File: config.mk
export PLATFORM = sky130hd
export DESIGN_NAME = regfile_wb_arbiter
export DESIGN_NICKNAME = d
export VERILOG_FILES = /design/src/rtl/regfile_wb_arbiter.sv
export SDC_FILE = /design/constraint.sdc
export NUM_CORES = 1
export LEC_CHECK = 0
export ABC_AREA = 1
export CAP_MARGIN = 20
export CORE_UTILIZATION = 48
export DETAILED_ROUTE_END_ITERATION = 10
export PLACE_DENSITY_LB_ADDON = 0.12
export SLEW_MARGIN = 20
export SYNTH_ARGS = -nofsm -noshare
export SYNTH_HDL_FRONTEND = slang
export SYNTH_SLANG_ARGS = --single-unit
File: constraint.sdc
create_clock -name clk -period 3.9 [get_ports clk]
set_input_delay 0.39 -clock clk [delete_from_list [all_inputs] [get_ports clk]]
set_output_delay 0.39 -clock clk [all_outputs]
set_load 0.01 [all_outputs]
File: src/rtl/regfile_wb_arbiter.sv
// Register-file writeback arbiter.
// Two writeback sources share the single register-file write port.
// Port 0 (main pipeline) has fixed priority. Port 1 (multi-cycle unit) is
// forced through after it has been refused MAX_WAIT times in a row.
// A pending mask records destination registers that still owe a port-1 write,
// so issue logic can hold back ops that would collide with them.
module regfile_wb_arbiter #(
  parameter int MAX_WAIT = 4,
  parameter int CW       = 3
) (
  input  logic        clk,
  input  logic        rst_n,
  input  logic        wb0_valid,
  output logic        wb0_ready,
  input  logic [4:0]  wb0_rd,
  input  logic [31:0] wb0_data,
  input  logic        wb1_valid,
  output logic        wb1_ready,
  input  logic [4:0]  wb1_rd,
  input  logic [31:0] wb1_data,
  input  logic        iss_valid,
  input  logic [4:0]  iss_rd,
  output logic        iss_ready,
  output logic        RegWr,
  output logic [4:0]  Rw,
  output logic [31:0] busW,
  output logic [31:0] pending_mask
);

  localparam logic [CW-1:0] MAX_CNT = CW'(MAX_WAIT);

  // Arbitration mode is fully determined by the refusal counter.
  typedef enum logic {PRI0, FORCE1} mode_e;

  logic [CW-1:0] r_wait_cnt;
  logic [CW-1:0] w_wait_next;
  mode_e         w_mode;
  logic          w_force1;
  logic          w_xfer0;
  logic          w_xfer1;
  logic [31:0]   w_set;
  logic [31:0]   w_clr;
  logic [31:0]   w_pending_next;
  logic          r_regwr;
  logic [4:0]    r_rw;
  logic [31:0]   r_busw;
  logic [31:0]   r_pending;

  // Grant logic: port 0 wins unless port 1 has waited long enough.
  always_comb begin
    w_mode    = (r_wait_cnt >= MAX_CNT) ? FORCE1 : PRI0;
    w_force1  = (w_mode == FORCE1);
    wb0_ready = ~(w_force1 & wb1_valid);
    wb1_ready = ~wb0_valid | w_force1;
    w_xfer0   = wb0_valid & wb0_ready;
    w_xfer1   = wb1_valid & wb1_ready;
  end

  // Refusal counter: counts consecutive refused port-1 cycles, saturating.
  always_comb begin
    w_wait_next = r_wait_cnt;
    if (w_xfer1 || !wb1_valid) begin
      w_wait_next = '0;
    end else if (r_wait_cnt < MAX_CNT) begin
      w_wait_next = r_wait_cnt + 1'b1;
    end
  end

  // Scoreboard: a port-1 write to the same rd does not block its re-issue,
  // and a same-cycle set overrides the clear so the new reservation survives.
  always_comb begin
    iss_ready      = (iss_rd == 5'd0) | ~r_pending[iss_rd] | (w_xfer1 & (wb1_rd == iss_rd));
    w_set          = (iss_valid && iss_ready && iss_rd != 5'd0) ? (32'd1 << iss_rd) : 32'd0;
    w_clr          = w_xfer1 ? (32'd1 << wb1_rd) : 32'd0;
    w_pending_next = ((r_pending & ~w_clr) | w_set) & ~32'd1;
  end

  // State update: counter, pending mask and the registered write port.
  always_ff @(posedge clk or negedge rst_n) begin
    if (!rst_n) begin
      r_wait_cnt <= '0;
      r_pending  <= '0;
      r_regwr    <= 1'b0;
      r_rw       <= '0;
      r_busw     <= '0;
    end else begin
      r_wait_cnt <= w_wait_next;
      r_pending  <= w_pending_next;
      if (w_xfer0) begin
        r_regwr <= (wb0_rd != 5'd0);
        r_rw    <= wb0_rd;
        r_busw  <= wb0_data;
      end else if (w_xfer1) begin
        r_regwr <= (wb1_rd != 5'd0);
        r_rw    <= wb1_rd;
        r_busw  <= wb1_data;
      end else begin
        r_regwr <= 1'b0;
      end
    end
  end

  assign RegWr        = r_regwr;
  assign Rw           = r_rw;
  assign busW         = r_busw;
  assign pending_mask = r_pending;

endmodule

==> results of run 1 <==
-- per-stage QoR --
step           hold slack [ns]  utilization
2_1_floorplan          0.09441            -
4_1_cts                 0.2703       0.7107
3_3_place_gp            0.4218       0.6824
3_5_place_dp            0.4460       0.6824
5_1_grt                0.09349       0.7111
6_report               0.04869       0.7111
-- cell families (layout without fill, tap and decap cells) --
kind of cell / after synthesis / after routing / share of synthesized area
other cells: 1 / 1 / 0.0009250
fa+ha+maj: 1 / 1 / 0.003086
buf+inv: 62 / 200 / 0.07346
compound gates: 104 / 104 / 0.1299
flops: 72 / 72 / 0.4444
xor+xnor: 2 / 2 / 0.004322
simple gates: 306 / 306 / 0.3438
-- state kept, by name (all words and copies together), names as in the netlist --
| signal | count |
|---|---|
| Rw | 5 |
| pending_mask | 31 |
| busW | 32 |
| RegWr | 1 |
| r_wait_cnt | 3 |
-- layout by cell type, fill, tap and decap left out, drive strengths merged --
master,count
xor2,2
bufinv,2
nand4,14
nor2,69
clkdlybuf4s50,154
inv,18
clkinv,3
ha,1
nor4,4
nor3,1
o211ai,1
nand3,105
a21oi,2
o21ai,100
dfrtp,72
conb,1
nand2,113
clkinvlp,1
buf,10
o41ai,1
clkbuf,12
-- power by group through the flow --
| stage | clock network, mW | logic, mW | registers (mW) |
|---|---|---|---|
| 6_report | 0.692 | 0.724 | 0.979 |
| 2_1_floorplan | 0 | 0.262 | 1.01 |
| 5_1_grt | 0.729 | 0.790 | 0.989 |
| 3_3_place_gp | 0 | 0.711 | 0.989 |
| 3_5_place_dp | 0 | 0.722 | 0.991 |
| 4_1_cts | 0.698 | 0.726 | 0.978 |
-- area by class of cell --
cell class                      instances  area (µm²)  area share
Sequential cell                        72        1802      0.3099
Timing Repair Buffer                  164        1617      0.2781
Clock inverter                          4       76.32     0.01313
Tap cell                              105       131.4     0.02260
Inverter                               20       75.07     0.01291
Multi-Input combinational cell        414        1957      0.3366
Clock buffer                           12       155.1     0.02669
-- cells in the mapped netlist, types with 2 or more instances --
cell type	instances	area (µm²)
nor4_1	4	25.02
nor2_1	69	259.0
inv_1	13	48.80
buf_1	3	11.26
a21oi_1	2	10.01
inv_2	5	18.77
xor2_1	2	17.52
nand3_2	11	110.1
o21ai_0	100	500.5
nand2_1	113	424.2
buf_2	10	50.05
clkinv_1	2	7.510
clkbuf_1	21	78.83
nand4_1	14	87.58
buf_6	4	45.04
dfrtp_1	72	1802
buf_4	3	22.52
nand3_1	93	465.5
-- routing by layer --
metal / wire length (µm) / GRT usage / up-vias
li1: - / - / 2111
met1: 4988 / 0.3660 / 2085
met2: 6285 / 0.4811 / 227
met3: 1198 / 0.09951 / 37
met4: 403 / 0.1154 / 0
met5: 0 / 0 / -
-- how the worst max path moves through the flow --
stage	startpoint	endpoint	slack (ns)	depth (start not counted)
global placement	iss_rd[0]	iss_ready	0.84	10
detailed placement	iss_rd[0]	iss_ready	0.78	10
floorplan	iss_rd[4]	iss_ready	2.20	9
global route	iss_rd[0]	iss_ready	0.57	10
CTS	iss_rd[0]	iss_ready	0.77	10
finish	iss_rd[0]	iss_ready	0.73	10
==> run summary, run 1 <==
status - finished clean
HP Class - in -> async
syn nets - 633
maximum VDD drop - 0.2323 mV
layout cells sized above 1 - 0.06268
final hold viol count - 0
synth unique cells - 25
Die Wd - 93.90 µm
first-pass GRT wire length - 20400 µm
Crit. End Element - output pin
Power Density - 411.8 nW/µm²
Cells after Synth - 548
Seq cells post-synth - 72
area of the die - 8817 µm²
Rows - 33
die height - 93.90 µm
Worst-Margin Slew - 0.8726 ns
Achievable Freq - 315.8 MHz
clock latency on the worst-skew pair - 0.34 ns
PortBufs - 155
R2R Path End - busW[26]
pin count of the biggest net entering global routing - 56
sequential share of power - 0.409
Yosys warning total - 0
Starting DRT DRC Count - 277
RSZ-0062 raised after global routing - false
Placement Setup Slack - 0.7787 ns
vias in the first global route - 4178
Worst Path Required - 3.51 ns
Final Setup Violations - 0
drt via density - 5.638
worst reg2reg startpoint - r_wait_cnt[2]
hold buffer count at cts - 0
Clock Tree Root - clkbuf_8
Routed WL - 12880 µm
ys flop type - dfrtp_1
total power - 2.394 mW
DRC Markers - 0
net switching power figure - 0.7487 mW
Reg2Reg Depth - 7
Max Slew Vio Count - 0
Clk pwr share - 0.289
Worst Path Buf+Inv - 3
PostCTS Resize Cnt - 0
clk slew on worst S/H paths - 0.08 ns
Max Root-Sink Buffers - 2
CTS Buf Count - 9
Top Ports - 157
Layout Cells excl Fill - 791
CP max-delay cell - clkdlybuf4s50_1
Leakage Power - 2.508 nW
GRT Util Overall - 0.2977
TritonCTS clock tree - done
Int Power - 1.645 mW
CP peak stage delay - 0.95 ns
Slew HR - 0.4176
Layout Nets - 766
drt wl/cell - 16.28 µm
sequential area share after synthesis - 0.4444
CP most frequent cell - nand2_1
fill cell count - 655
Sw Share - 0.3128
Detail Route Antenna Nets - 0
startpoint class of the critical path - input port
Netlist Area Pre-Place - 4054 µm²
initial antenna violation count - 0
Post-Place Cells - 775
Async S/R FF share, synth - 1.000
Syn Area/Cell - 7.398 µm²
DRT Pass-1 Iters - 5
dpl cell area - 5579 µm²
max_cap viols - 0
Layout Skew - 0.005089 ns
fin area - 5813 µm²
vias - 4460
worst path cell trace - clkdlybuf4s50_1 > inv_2 > nand2_1 > nand2_1 > nand2_1 > nand3_1 > nand3_1 > nand3_2 > nand3_4 > clkdlybuf4s50_1
GRT overflow - 0
Post-CTS Setup Bufs - 0
global placer's final weighted congestion - 0.9509
data arrival time of the critical path - 2.78 ns
# diodes - 0
worst-path fanout max - 21
Core ar. - 8175 µm²
Worst Setup Slack, final - 0.7336 ns
Post-synth EDFFs - 0
initial core utilization - 0.4959
final setup TNS - 0 ns
Crit Path Class - in -> out
Worst path top cell family by delay - buffers and inverters
min Tclk post-route - 3.166 ns
DP HPWL - 9164 µm
reg-to-reg slack, setup - 1.71 ns
CTS sink cnt - 72
Period Utilization, post-route - 0.8119
Comb power frac - 0.302
H-tree level count - 3
Area Overhead vs Synth - 43.40%
Power figures use the tool's default switching activity.
==> run 2: changes to the inputs <==
Settings changed: CORE_UTILIZATION 48 to 40.
Clock period 3.9 ns to 2.9 ns, I/O delays scaled along.
==> run summary, run 2 (synthesis gave the netlist of run 1 again) <==
status - finished clean
Max Root-Sink Buffers - 2 (unchanged)
drt via density - 5.397 (-4.3%)
Layout Nets - 770 (+0.52%)
Crit. End Element - output pin
clock latency on the worst-skew pair - 0.35 ns (about the same)
TritonCTS clock tree - done
worst path cell trace - clkdlybuf4s50_1 > inv_2 > nand2_1 > a21oi_1 > nand3_1 > nand2_1 > inv_2 > nand3_4 > clkdlybuf4s50_1
min Tclk post-route - 2.462 ns
final setup TNS - 0 ns (unchanged)
initial core utilization - 0.4128 (-0.08302)
max FFs per register - 32 (unchanged)
DRC Markers - 0 (unchanged)
Leakage Power - 2.535 nW (+1.1%)
area of the die - 10540 µm² (+20%)
Starting DRT DRC Count - 254 (-8.3%)
Worst path top cell family by delay - buffers and inverters
CP max-delay cell - clkdlybuf4s50_1
CTS sink cnt - 72 (unchanged)
Top Ports - 157 (unchanged)
reg-to-reg slack, setup - 0.80 ns (-0.91 ns)
vias - 4442 (-0.40%)
worst reg2reg startpoint - r_wait_cnt[2]
Max Slew Vio Count - 0 (unchanged)
GRT overflow - 0 (unchanged)
Detail Route Antenna Nets - 0 (unchanged)
global placer's final weighted congestion - 0.9959 (+4.7%)
clk slew on worst S/H paths - 0.08 ns (about the same)
maximum VDD drop - 0.3125 mV (+35%)
Worst Setup Slack, final - 0.4380 ns (-0.2956 ns)
Routed WL - 12860 µm (about the same)
layout cells sized above 1 - 0.06812 (+0.005434)
Post-CTS Setup Bufs - 0 (unchanged)
Die Wd - 102.7 µm (+9.3%)
Worst Path Required - 2.61 ns (-0.90 ns)
Slew HR - 0.3939 (-0.02371)
initial antenna violation count - 0 (unchanged)
Achievable Freq - 406.2 MHz
Sequential cell area - 1802 µm² (unchanged)
startpoint class of the critical path - input port
Area Overhead vs Synth - 45.40%
DP HPWL - 9274 µm (+1.2%)
pin count of the biggest net entering global routing - 73 (+30%)
commonest non-fill, non-tap cells in the layout - 154 x clkdlybuf4s50_1, 112 x nand2_1, 100 x o21ai_0
first-pass GRT wire length - 20280 µm (-0.61%)
PortBufs - 155 (unchanged)
commonest non-fill, non-tap cell in the layout - clkdlybuf4s50_1
Worst Path Buf+Inv - 4 (+1)
Period Utilization, post-route - 0.8490
Layout Skew - 0.008253 ns (+0.003164 ns)
PostCTS Resize Cnt - 0 (unchanged)
CP peak stage delay - 0.59 ns (-0.36 ns)
worst-path fanout max - 10 (-52%)
fill cell count - 954 (+46%)
Final Setup Violations - 0 (unchanged)
vias in the first global route - 4191 (+0.31%)
max_cap viols - 0 (unchanged)
R2R Path End - pending_mask[30]
H-tree level count - 3 (unchanged)
Power Density - 548.6 nW/µm² (+33%)
Worst-Margin Slew - 0.9091 ns (+0.03653 ns)
GRT Util Overall - 0.2500 (-0.04761)
Reg2Reg Depth - 8 (+1)
Clock Tree Root - clkbuf_8
Core ar. - 9819 µm² (+20%)
CTS Buf Count - 9 (unchanged)
data arrival time of the critical path - 2.17 ns (-0.61 ns)
Crit Path Class - in -> out
drt wl/cell - 15.63 µm (-4.0%)
area of the multi-input gates - 1957 µm² (unchanged)
DRT Pass-1 Iters - 5 (unchanged)
die height - 102.7 µm (+9.3%)
RSZ-0062 raised after global routing - false
Rows - 36 (+9.1%)
# diodes - 0 (unchanged)
Placement Setup Slack - 0.4535 ns (-0.3252 ns)
final hold viol count - 0 (unchanged)
HP Class - in -> async
hold buffer count at cts - 0 (unchanged)
## run 2: changes by cell type in the layout (fill, tap and decap cells not counted), sizes merged
cell,before,now
bufinv,2,3
clkinv,3,4
clkbuf,12,10
buf,10,14
## run 2: metrics by stage
stage | hold slack, ns | cell area [µm²] | total power [mW] | instances | util
after floorplan | -0.005591 | 4054 | 1.717 | 548 | -
after global placement | 0.4215 | 5659 | 2.288 | 807 | 0.5763
after detailed placement | 0.4297 | 5659 | 2.299 | 807 | 0.5763
after CTS | 0.1088 | 5894 | 3.256 | 823 | 0.6003
after global routing | 0.1532 | 5894 | 3.405 | 823 | 0.6003
final | 0.05837 | 5894 | 3.234 | 823 | 0.6003
## run 2: worst max path at each step
stage	cells after the start	to	start	slack, ns
after CTS	9	iss_ready	wb1_rd[2]	0.45
after detailed placement	8	pending_mask[31]	wb0_valid	0.45
after global placement	9	iss_ready	wb1_rd[1]	0.47
after global routing	9	iss_ready	wb1_rd[1]	0.26
final	9	iss_ready	wb1_rd[2]	0.44
after floorplan	9	iss_ready	iss_rd[4]	1.40
## run 2: routing by layer
layer	vias up	GRT usage	share of wire
li1	2116	-	-
met1	2100	0.2921	0.38
met2	201	0.4308	0.50
met3	25	0.07390	0.094
met4	0	0.09780	0.022
met5	-	0	0
## run 2: final cells by class
type	instances	share of cell area
Clock buffer	10	0.02165
Multi-Input combinational cell	414	0.3320
Clock inverter	6	0.01826
Sequential cell	72	0.3057
Timing Repair Buffer	168	0.2815
Inverter	20	0.01274
Tap cell	133	0.02823
## run 2: report_power, final
part           switching, mW  internal [mW]
sequential             0.128           1.17
combinational          0.461          0.516
clock                  0.391          0.569
total                  0.980           2.25
==> run 3: changes to the inputs <==
Settings changed: CORE_UTILIZATION 40 to 44.
Clock period 2.9 ns to 2.4 ns, I/O delays scaled along.
==> run summary, run 3 (synthesis gave the netlist of run 1 again) <==
drt wl/cell - 16.14 µm (+3.3%)
commonest non-fill, non-tap cells in the layout - 153 x clkdlybuf4s50_1, 112 x nand2_1, 100 x o21ai_0
status - finished with violations
CTS sink cnt - 72 (unchanged)
Die Wd - 97.99 µm (-4.6%)
worst-path fanout max - 11 (+1)
Period Utilization, post-route - 0.9614
Worst-Margin Slew - 0.9276 ns (+0.01846 ns)
DRC Markers - 3 (+3)
Top Ports - 157 (unchanged)
Layout Nets - 781 (+1.4%)
Detail Route Antenna Nets - 0 (unchanged)
failing checks - DRC
clock latency on the worst-skew pair - 0.36 ns (about the same)
grt peak-use layer - met2
vias in the first global route - 4455 (+6.3%)
met1 usage - 0.3292 (+0.03710)
Routed WL - 13060 µm (+1.5%)
Slew HR - 0.3816 (-0.01231)
DP HPWL - 9280 µm (about the same)
layout cells sized above 1 - 0.08559 (+0.01748)
Core ar. - 8806 µm² (-10%)
Power Density - 666.7 nW/µm² (+22%)
Crit Path Class - in -> out
startpoint class of the critical path - input port
drt via density - 5.482 (+1.6%)
H-tree level count - 3 (unchanged)
GRT overflow - 0 (unchanged)
hold buffer count at cts - 0 (unchanged)
crit path launch - iss_rd[1]
global placer's final weighted congestion - 0.9270 (-6.9%)
Post-Place Cells - 793 (-1.7%)
GR Layer Usage met3 - 0.08518 (+0.01128)
Hold Slack - 0.01004 ns (-0.04833 ns)
GRT Util Overall - 0.2796 (+0.02954)
initial core utilization - 0.4604 (+0.04751)
reg-to-reg slack, setup - 0.42 ns (-0.38 ns)
initial antenna violation count - 0 (unchanged)
Leakage Power - 2.611 nW (+3.0%)
TritonCTS clock tree - done
max FFs per register - 32 (unchanged)
Final Setup Violations - 0 (unchanged)
Layout Skew - 0.01356 ns (+0.005304 ns)
DRT Pass-1 Iters - 8 (+3)
die height - 97.99 µm (-4.6%)
Reg2Reg Depth - 8 (unchanged)
maximum VDD drop - 0.3227 mV (+3.2%)
max_cap viols - 0 (unchanged)
data arrival time of the critical path - 2.07 ns (-0.10 ns)
Achievable Freq - 433.4 MHz
RSZ-0062 raised after global routing - false
Crit. End Element - output pin
met2 Usage GRT - 0.4697 (+0.03889)
min Tclk post-route - 2.307 ns
commonest non-fill, non-tap cell in the layout - clkdlybuf4s50_1
# diodes - 0 (unchanged)
clk slew on worst S/H paths - 0.07 ns (about the same)
final hold viol count - 0 (unchanged)
Max Slew Vio Count - 0 (unchanged)
vias - 4435 (-0.16%)
Max Root-Sink Buffers - 2 (unchanged)
Rows - 34 (-5.6%)
first-pass GRT wire length - 21230 µm (+4.7%)
area of the die - 9601 µm² (-8.9%)
Starting DRT DRC Count - 262 (+3.1%)
HP Class - in -> async
PortBufs - 155 (unchanged)
pin count of the biggest net entering global routing - 73 (unchanged)
Clock Tree Root - clkbuf_8
Layout Cells excl Fill - 809 (-1.7%)
worst reg2reg startpoint - r_wait_cnt[2]
final setup TNS - 0 ns (unchanged)
Worst Path Required - 2.16 ns (-0.45 ns)
Area Overhead vs Synth - 47.75%
R2R Path End - pending_mask[29]
CTS Buf Count - 9 (unchanged)
[run 3: final cells by class]
type | instances | area (µm²)
Timing Repair Buffer | 179 | 1760
Inverter | 20 | 81.33
Tap cell | 108 | 135.1
Fill cell | 798 | 2816
Sequential cell | 72 | 1802
Clock inverter | 5 | 102.6
Multi-Input combinational cell | 414 | 1957
Clock buffer | 11 | 151.4
[run 3: how the worst max path moves through the flow]
stage                     end  cells after the start  slack [ns]
detailed placement      Rw[4]                      7        0.06
floorplan           iss_ready                      9        0.95
finish              iss_ready                      9        0.09
global route        iss_ready                      9        0.01
CTS                 iss_ready                      9        0.05
global placement    iss_ready                      9        0.05
[run 3: layer usage]
| metal | vias to the layer above | share of wire |
|---|---|---|
| met5 | - | 0 |
| met4 | 0 | 0.021 |
| met3 | 23 | 0.083 |
| met2 | 193 | 0.51 |
| met1 | 2083 | 0.39 |
| li1 | 2136 | - |
[run 3: worst max-delay path, cell delays in order]
cell and delay, ns:
clkdlybuf4s50_1 0.57, buf_6 0.19, nand2_1 0.06, a21oi_1 0.15, nand3_1 0.12, nand2_1 0.09, inv_2 0.05, nand3_4 0.07
clkdlybuf4s50_1 0.53
[run 3: power breakdown]
| group | switching (mW) | leakage [nW] | internal, mW |
|---|---|---|---|
| clock network | 0.474 | 0.126 | 0.746 |
| logic | 0.571 | 1.61 | 0.639 |
| registers | 0.152 | 0.876 | 1.41 |
[run 3: timing repair]
action                                  4_1_cts  5_1_grt
buffers inserted                              0        0
resized for setup                             0        4
endpoints found under the setup margin        0        1
[run 3: stage by stage]
step	area, µm²	worst slack (ns)	power (mW)	utilization
after global routing	5989	0.01210	4.198	0.6802
final	5989	0.09263	3.993	0.6802
after detailed placement	5723	0.05801	2.793	0.6499
after global placement	5723	0.05463	2.773	0.6499
after floorplan	4054	0.9510	2.075	-
after CTS	5977	0.04983	4.026	0.6787
